File: config.mk
export PLATFORM = sky130hd
export DESIGN_NAME = serial_subtractor_nbit
export DESIGN_NICKNAME = d
export VERILOG_FILES = /design/src/rtl/serial_subtractor_nbit.sv
export SDC_FILE = /design/constraint.sdc
export NUM_CORES = 1
export LEC_CHECK = 0
export ABC_AREA = 1
export ABC_CLOCK_PERIOD_IN_PS = 2300
export CAP_MARGIN = 20
export CORE_UTILIZATION = 55
export CTS_BUF_LIST = sky130_fd_sc_hd__clkbuf_8
export CTS_CLUSTER_SIZE = 12
export DETAILED_ROUTE_END_ITERATION = 16
export PLACE_DENSITY = 0.85
export SLEW_MARGIN = 20
export SYNTH_ARGS = -nofsm -noshare
export SYNTH_HDL_FRONTEND = slang
export SYNTH_SLANG_ARGS = --single-unit
File: constraint.sdc
create_clock -name clk -period 2.3 [get_ports clk]
set_input_delay 0.345 -clock clk [delete_from_list [all_inputs] [get_ports clk]]
set_output_delay 0.345 -clock clk [all_outputs]
set_load 0.005 [all_outputs]
File: src/rtl/serial_subtractor_nbit.sv
// rtl/serial_subtractor_nbit.sv - bit-serial unsigned subtractor (a - b - borrow_in), LSB first
// One full-subtractor cell plus a borrow flop; result valid with the one-cycle done pulse.
module serial_subtractor_nbit #(
  parameter int BIT_WIDTH = 4
) (
  input  logic                 clk,
  input  logic                 rst,
  input  logic                 start,
  input  logic [BIT_WIDTH-1:0] a,
  input  logic [BIT_WIDTH-1:0] b,
  input  logic                 borrow_in,
  output logic                 busy,
  output logic                 done,
  output logic [BIT_WIDTH-1:0] diff,
  output logic                 underflow
);

  localparam int CW = (BIT_WIDTH > 1) ? $clog2(BIT_WIDTH) : 1;

  typedef enum logic [1:0] {IDLE, SHIFT, DONE} state_t;

  state_t               state, state_next;
  logic [BIT_WIDTH-1:0] a_r, b_r;
  logic                 bor;
  logic [CW-1:0]        cnt;
  logic                 d, bor_next, last;

  assign d        = a_r[0] ^ b_r[0] ^ bor;
  assign bor_next = (~a_r[0] & b_r[0]) | (~(a_r[0] ^ b_r[0]) & bor);
  assign last     = (cnt == CW'(BIT_WIDTH - 1));

  assign busy = (state == SHIFT);
  assign done = (state == DONE);

  always_ff @(posedge clk or posedge rst) begin
    if (rst) state <= IDLE;
    else     state <= state_next;
  end

  always_comb begin
    state_next = state;
    case (state)
      IDLE:    if (start) state_next = SHIFT;
      SHIFT:   if (last) state_next = DONE;
      DONE:    state_next = IDLE;
      default: state_next = IDLE;
    endcase
  end

  // The minuend register doubles as the working difference: each difference
  // bit enters at the MSB as the consumed minuend bit leaves at the LSB.
  always_ff @(posedge clk or posedge rst) begin
    if (rst) begin
      a_r       <= '0;
      b_r       <= '0;
      bor       <= 1'b0;
      cnt       <= '0;
      diff      <= '0;
      underflow <= 1'b0;
    end else begin
      case (state)
        IDLE: begin
          if (start) begin
            a_r <= a;
            b_r <= b;
            bor <= borrow_in;
            cnt <= '0;
          end
        end
        SHIFT: begin
          a_r <= {d, a_r[BIT_WIDTH-1:1]};
          b_r <= {1'b0, b_r[BIT_WIDTH-1:1]};
          bor <= bor_next;
          cnt <= last ? '0 : cnt + 1'b1;
          if (last) begin
            diff      <= {d, a_r[BIT_WIDTH-1:1]};
            underflow <= bor_next;
          end
        end
        default: ;
      endcase
    end
  end

  always @(posedge clk) begin
    if (!rst && state == IDLE && start) begin
      assert (!$isunknown(a)) else $error("Input a is not a digital logic value");
      assert (!$isunknown(b)) else $error("Input b is not a digital logic value");
      assert (!$isunknown(borrow_in)) else $error("Input borrow_in is not a digital logic value");
    end
  end

endmodule

==> results.yml, run 1 <==
cts:
  cts_root_buf: "clkbuf_8"
  cts.repair.resized: 0
  cts_buffers: 3
  cts_tree: "built"
  cts_buffer_depth: 2
  cts_setup_buffers: 0
  clkTransAtPathRegs_ns: 0.07
  postCtsHoldBufs: 0
  clk_latency_ns: 0.25
  cts_max_level: 1
  clkSinkCount: 18
setup_path:
  worstSetupEndpoint: "busy"
  start_kind: "register"
  crit_fanout: 11
  cpPeakStageDelay_ns: 0.54
  r2r_slack_ns: 0.92
  reg2reg_to: "diff[3]"
  cp_data_arrival_time_ns: 1.62
  cp_slowest_cell: "clkdlybuf4s50_1"
  crit_required_ns: 1.96
  startpoint: "state[0]"
  cp_cell_sequence: "inv_1, nor2_2, clkdlybuf4s50_1"
  reg2regPathDepth: 5
  worstSetupEndpointType: "primary output"
  crit_type: "register to primary output"
  r2r_start: "state[0]"
layout:
  area_growth_pct: 24.5
  num_antenna_cells: 0
  fin_nets: 144
  nFillCells: 122
  drive_above_1_share: 0.155
  seq_area_um2: 450
  most-common-layout-cells: "nand2_1 (29), inv_1 (19), nand3_1 (18), dfrtp_1 (18), clkdlybuf4s50_1 (18)"
  layout_commonest_cell: "nand2_1"
  multiInputGateArea_um2: 359
pwr:
  leakagePower_nw: 0.613
  power_w: 0.00154
  p_per_area_nw_per_um2: 1350
  irDropWorstVdd_uv: 930
yosys:
  syn-instance-count: 110
  synth_area_per_cell_um2: 8.37
  ys_ff_latch: 18
  yosysWarnings: 0
  synth_seq_area_share: 0.489
  ys_types: 17
  synth_fp_nets: 124
  netlist_area_um2: 921
global_route:
  grt_overflow: 0
  grt_max_degree: 19
  antenna_found_initial: 0
  grt_pass1_vias: 749
  grt.total_usage: 0.231
  grt_pass1_wl_um: 3100
route:
  post_drt_via_cell_ratio: 5.02
  drtIter0Drc: 30
  dr_total_vias: 728
  dr.pass1.iters: 4
  ant_nets: 0
  drc_errors: 0
  wire_per_inst_um: 12.0
  routed_wl_um: 1740
timing:
  timing.hold.ws_ns: 0.483
  fin_crit_sh: 0.855
  final_hold_viol_count: 0
  finalWorstSetupSlack_ns: 0.333
  fin_setup_tns_ns: 0
  timing.max_slew.rel_slack: 0.548
  fmax_mhz: 508
  worst_pin_slew_ns: 0.678
  rsz0062_at_grt: "no"
  finalCriticalPeriod_ns: 1.97
  finClkSkew_ns: 0.00209
  finalSetupViolations: 0
  report.final.slew_viol_count: 0
job:
  max-cap-violations: 0
placement:
  port_buffers: 18
  place_congestion: 0.743
  dp_slack_ns: 0.620
  dp_hpwl_um: 1270
die:
  initial_core_util: 0.597
  rows: 14
  dieArea_um2: 1840
  chipHeight_um: 42.9
  fp.dieW_um: 42.9
  io_pins: 19
  core_area_um2: 1540
run_status:
  outcome: "finished clean"
min_path:
  hold_class: "register to register"
-- worst min path at each step --
stage,start,to,slack (ns),cells after the start
2_1_floorplan,rst,a_r[0],0.28,1
3_3_place_gp,cnt[1],cnt[1],0.46,2
3_5_place_dp,b_r[0],b_r[0],0.47,2
4_1_cts,b_r[0],b_r[0],0.48,2
5_1_grt,b_r[0],b_r[0],0.49,2
6_report,b_r[0],b_r[0],0.48,2
-- stage by stage --
stage,std cells,utilization,area (um2)
2_1_floorplan,110,-,921
3_3_place_gp,141,0.708,1090
3_5_place_dp,141,0.708,1090
4_1_cts,145,0.744,1150
5_1_grt,145,0.744,1150
6_report,145,0.744,1150
-- flip-flops by register name, indices dropped and copies added (netlist names) --
| register | flops |
|---|---|
| a_r | 4 |
| b_r | 4 |
| diff | 4 |
| cnt | 2 |
| state | 2 |
| bor | 1 |
| underflow | 1 |
-- synthesized netlist by cell type --
| cell | count | area, um2 |
|---|---|---|
| nor2_2 | 1 | 6.26 |
| nor2_1 | 3 | 11.3 |
| o22ai_1 | 1 | 6.26 |
| dfrtp_1 | 18 | 450 |
| buf_4 | 1 | 7.51 |
| inv_1 | 19 | 71.3 |
| nand2_4 | 1 | 11.3 |
| inv_4 | 1 | 6.26 |
| buf_6 | 2 | 22.5 |
| nand2_2 | 7 | 43.8 |
| inv_2 | 1 | 3.75 |
| o21ai_1 | 1 | 5.00 |
| nand3_1 | 18 | 90.1 |
| nand2_1 | 29 | 109 |
| o21ai_2 | 5 | 43.8 |
| ha_1 | 1 | 12.5 |
| fa_1 | 1 | 20.0 |
-- cell type report --
| type | instances | share of cell area |
|---|---|---|
| Sequential cell | 18 | 0.393 |
| Multi-Input combinational cell | 68 | 0.313 |
| Timing Repair Buffer | 18 | 0.157 |
| Inverter | 21 | 0.0710 |
| Clock buffer | 4 | 0.0480 |
| Tap cell | 16 | 0.0175 |
-- cell families (layout without fill, tap and decap cells) --
group / Yosys count / after routing / synth area share
AND/OR/NAND/NOR: 59 / 59 / 0.295
buffers and inverters: 24 / 43 / 0.121
flip-flops: 18 / 18 / 0.489
AO/OA/AOI/OAI: 7 / 7 / 0.0598
adder cells (fa/ha/maj): 2 / 2 / 0.0353
-- worst max-delay path: cells and delay by family (launching register included) --
kind / cells / cell delay [ns]
simple gates: 1 / 0.19
buf+inv: 2 / 0.65
flops: 1 / 0.53
-- power by group --
group / switching (W) / internal, W / total, W
combinational: 0.000404 / 0.000313 / 0.000717
sequential: 0.000106 / 0.000467 / 0.000573
clock: 0.000101 / 0.000152 / 0.000253
-- layer usage --
metal	vias up	part of all wire	wire [um]	GRT usage
met1	334	0.47	809	0.293
met5	-	0	0	0
li1	374	-	-	-
met2	18	0.49	845	0.385
met4	0	0.010	18	0.0938
met3	2	0.036	63	0.0426
No activity file was read; power rests on OpenSTA's default activity.
==> inputs of run 2 (changes only) <==
--- a/config.mk
+++ b/config.mk
@@ -10,7 +10,6 @@
 export CAP_MARGIN = 20
 export CORE_UTILIZATION = 55
 export CTS_BUF_LIST = sky130_fd_sc_hd__clkbuf_8
-export CTS_CLUSTER_SIZE = 12
 export DETAILED_ROUTE_END_ITERATION = 16
 export PLACE_DENSITY = 0.85
 export SLEW_MARGIN = 20
==> results of run 2 <==
Same layout as run 1: the final DEF is identical, and so are final timing and power.
==> inputs of run 3 (changes only) <==
--- a/config.mk
+++ b/config.mk
@@ -11,7 +11,8 @@
 export CORE_UTILIZATION = 55
 export CTS_BUF_LIST = sky130_fd_sc_hd__clkbuf_8
 export DETAILED_ROUTE_END_ITERATION = 16
-export PLACE_DENSITY = 0.85
+export PLACE_DENSITY = 0.86
+export SKIP_LAST_GASP = 1
 export SLEW_MARGIN = 20
 export SYNTH_ARGS = -nofsm -noshare
 export SYNTH_HDL_FRONTEND = slang
==> results.yml, run 3 (synthesis results as in run 1) <==
global_route:
  antenna_found_initial: 0
  grt_max_degree: 19
  grt_pass1_wl_um: 2930
  grt.total_usage: 0.217
  grt_pass1_vias: 697
  grt_overflow: 0
timing:
  fin_crit_sh: 0.867
  report.final.slew_viol_count: 0
  fmax_mhz: 502
  rsz0062_at_grt: "no"
  finalCriticalPeriod_ns: 1.99
  final_hold_viol_count: 0
  fin_setup_tns_ns: 0
  timing.max_slew.rel_slack: 0.561
  finClkSkew_ns: 0.000708
  finalSetupViolations: 0
  worst_pin_slew_ns: 0.658
layout:
  largestRegisters: "a_r x4, b_r x4, diff x4"
  area_growth_pct: 23.0
  num_antenna_cells: 0
  nFillCells: 112
  fin_nets: 144
  most-common-layout-cells: "nand2_1 (29), inv_1 (19), nand3_1 (18), dfrtp_1 (18), clkdlybuf4s50_1 (18)"
  drive_above_1_share: 0.148
  design_area_um2: 1130
  layout_commonest_cell: "nand2_1"
die:
  chipHeight_um: 42.9
  core_area_um2: 1540
  fp.dieW_um: 42.9
  initial_core_util: 0.597
  rows: 14
  dieArea_um2: 1840
  io_pins: 19
route:
  ant_nets: 0
  post_drt_via_cell_ratio: 5.23
  wire_per_inst_um: 12.1
  drc_errors: 0
  dr.pass1.iters: 5
  drtIter0Drc: 25
  routed_wl_um: 1740
  dr_total_vias: 753
pwr:
  seqPwrFrac: 0.381
  combPwrFrac: 0.482
  p_int_w: 0.000900
  sw_frac_of_total: 0.407
  switchingPower_w: 0.000619
  irDropWorstVdd_uv: 834
  p_per_area_nw_per_um2: 1340
  leakagePower_nw: 0.605
  pwr-share-clk: 0.137
setup_path:
  r2r_slack_ns: 0.88
  cpPeakStageDelay_ns: 0.54
  crit_required_ns: 1.96
  worstSetupEndpointType: "primary output"
  reg2reg_to: "diff[3]"
  crit_fanout: 11
  cp_data_arrival_time_ns: 1.65
  cp_cell_sequence: "inv_1, nor2_2, clkdlybuf4s50_1"
  r2r_start: "state[0]"
  reg2regPathDepth: 5
  cp_slowest_cell: "dfrtp_1"
  start_kind: "register"
  crit_type: "register to primary output"
min_path:
  hold_path_depth: 2
  min_from: "diff[3]"
  hold-path-endpoint: "diff[3]"
  hold_class: "register to register"
cts:
  cts_buffer_depth: 2
  cts_buffers: 3
  cts_tree: "built"
  clkTransAtPathRegs_ns: 0.06
  cts_setup_buffers: 0
  cts.repair.resized: 0
  postCtsHoldBufs: 0
  clk_latency_ns: 0.24
  cts_root_buf: "clkbuf_8"
  cts_max_level: 1
  clkSinkCount: 18
placement:
  place_congestion: 0.855
  dp_hpwl_um: 1240
  place_area_um2: 1090
  port_buffers: 18
run_status:
  outcome: "finished clean"
job:
  max-cap-violations: 0
run 3: cell count changes in the layout (fill, tap and decap cells not counted), sizes merged:
| cell | previous run | this run |
|---|---|---|
| clkbuf | 4 | 3 |
run 3: stage by stage:
step                      std cells  utilization  setup WS, ns  hold slack [ns]  power [W]
after CTS                       144        0.735         0.325            0.484    0.00152
after floorplan                 110            -          1.07            0.284    0.00110
after global routing            144        0.735         0.218            0.517    0.00164
final                           144        0.735         0.306            0.483    0.00152
after global placement          141        0.708         0.642            0.462    0.00127
after detailed placement        141        0.708         0.600            0.466    0.00130
run 3: how the worst max path moves through the flow:
stage | start | end | slack (ns)
floorplan | a_r[0] | a_r[3] | 1.07
global placement | state[0] | busy | 0.64
detailed placement | state[0] | busy | 0.60
CTS | state[0] | busy | 0.33
global route | state[0] | busy | 0.22
finish | state[0] | busy | 0.31
run 3: area by class of cell:
| type | instances | area, um2 | area share |
|---|---|---|---|
| repair buffers | 18 | 180 | 0.159 |
| multi-input cells | 68 | 359 | 0.317 |
| well taps | 16 | 20.0 | 0.0177 |
| clock buffers | 3 | 41.3 | 0.0365 |
| inverters | 21 | 81.3 | 0.0718 |
| flip-flops and latches | 18 | 450 | 0.398 |
run 3: critical path: cells and delay by family (launching register included):
family	cells	cell delay, ns
buffers and inverters	2	0.67
DFF	1	0.54
and+or+nand+nor	1	0.20
run 3: per-layer routing:
layer | vias up | wire [um] | GRT usage
met4 | 0 | 21 | 0.106
li1 | 374 | - | -
met3 | 4 | 113 | 0.0298
met5 | - | 0 | 0
met2 | 27 | 896 | 0.376
met1 | 348 | 711 | 0.262
run 3: power groups by stage:
stage | sequential, W | combinational, W | clock, W
2_1_floorplan | 0.000546 | 0.000557 | 0
3_3_place_gp | 0.000568 | 0.000703 | 0
3_5_place_dp | 0.000582 | 0.000719 | 0
4_1_cts | 0.000576 | 0.000734 | 0.000212
5_1_grt | 0.000599 | 0.000823 | 0.000223
6_report | 0.000578 | 0.000732 | 0.000209
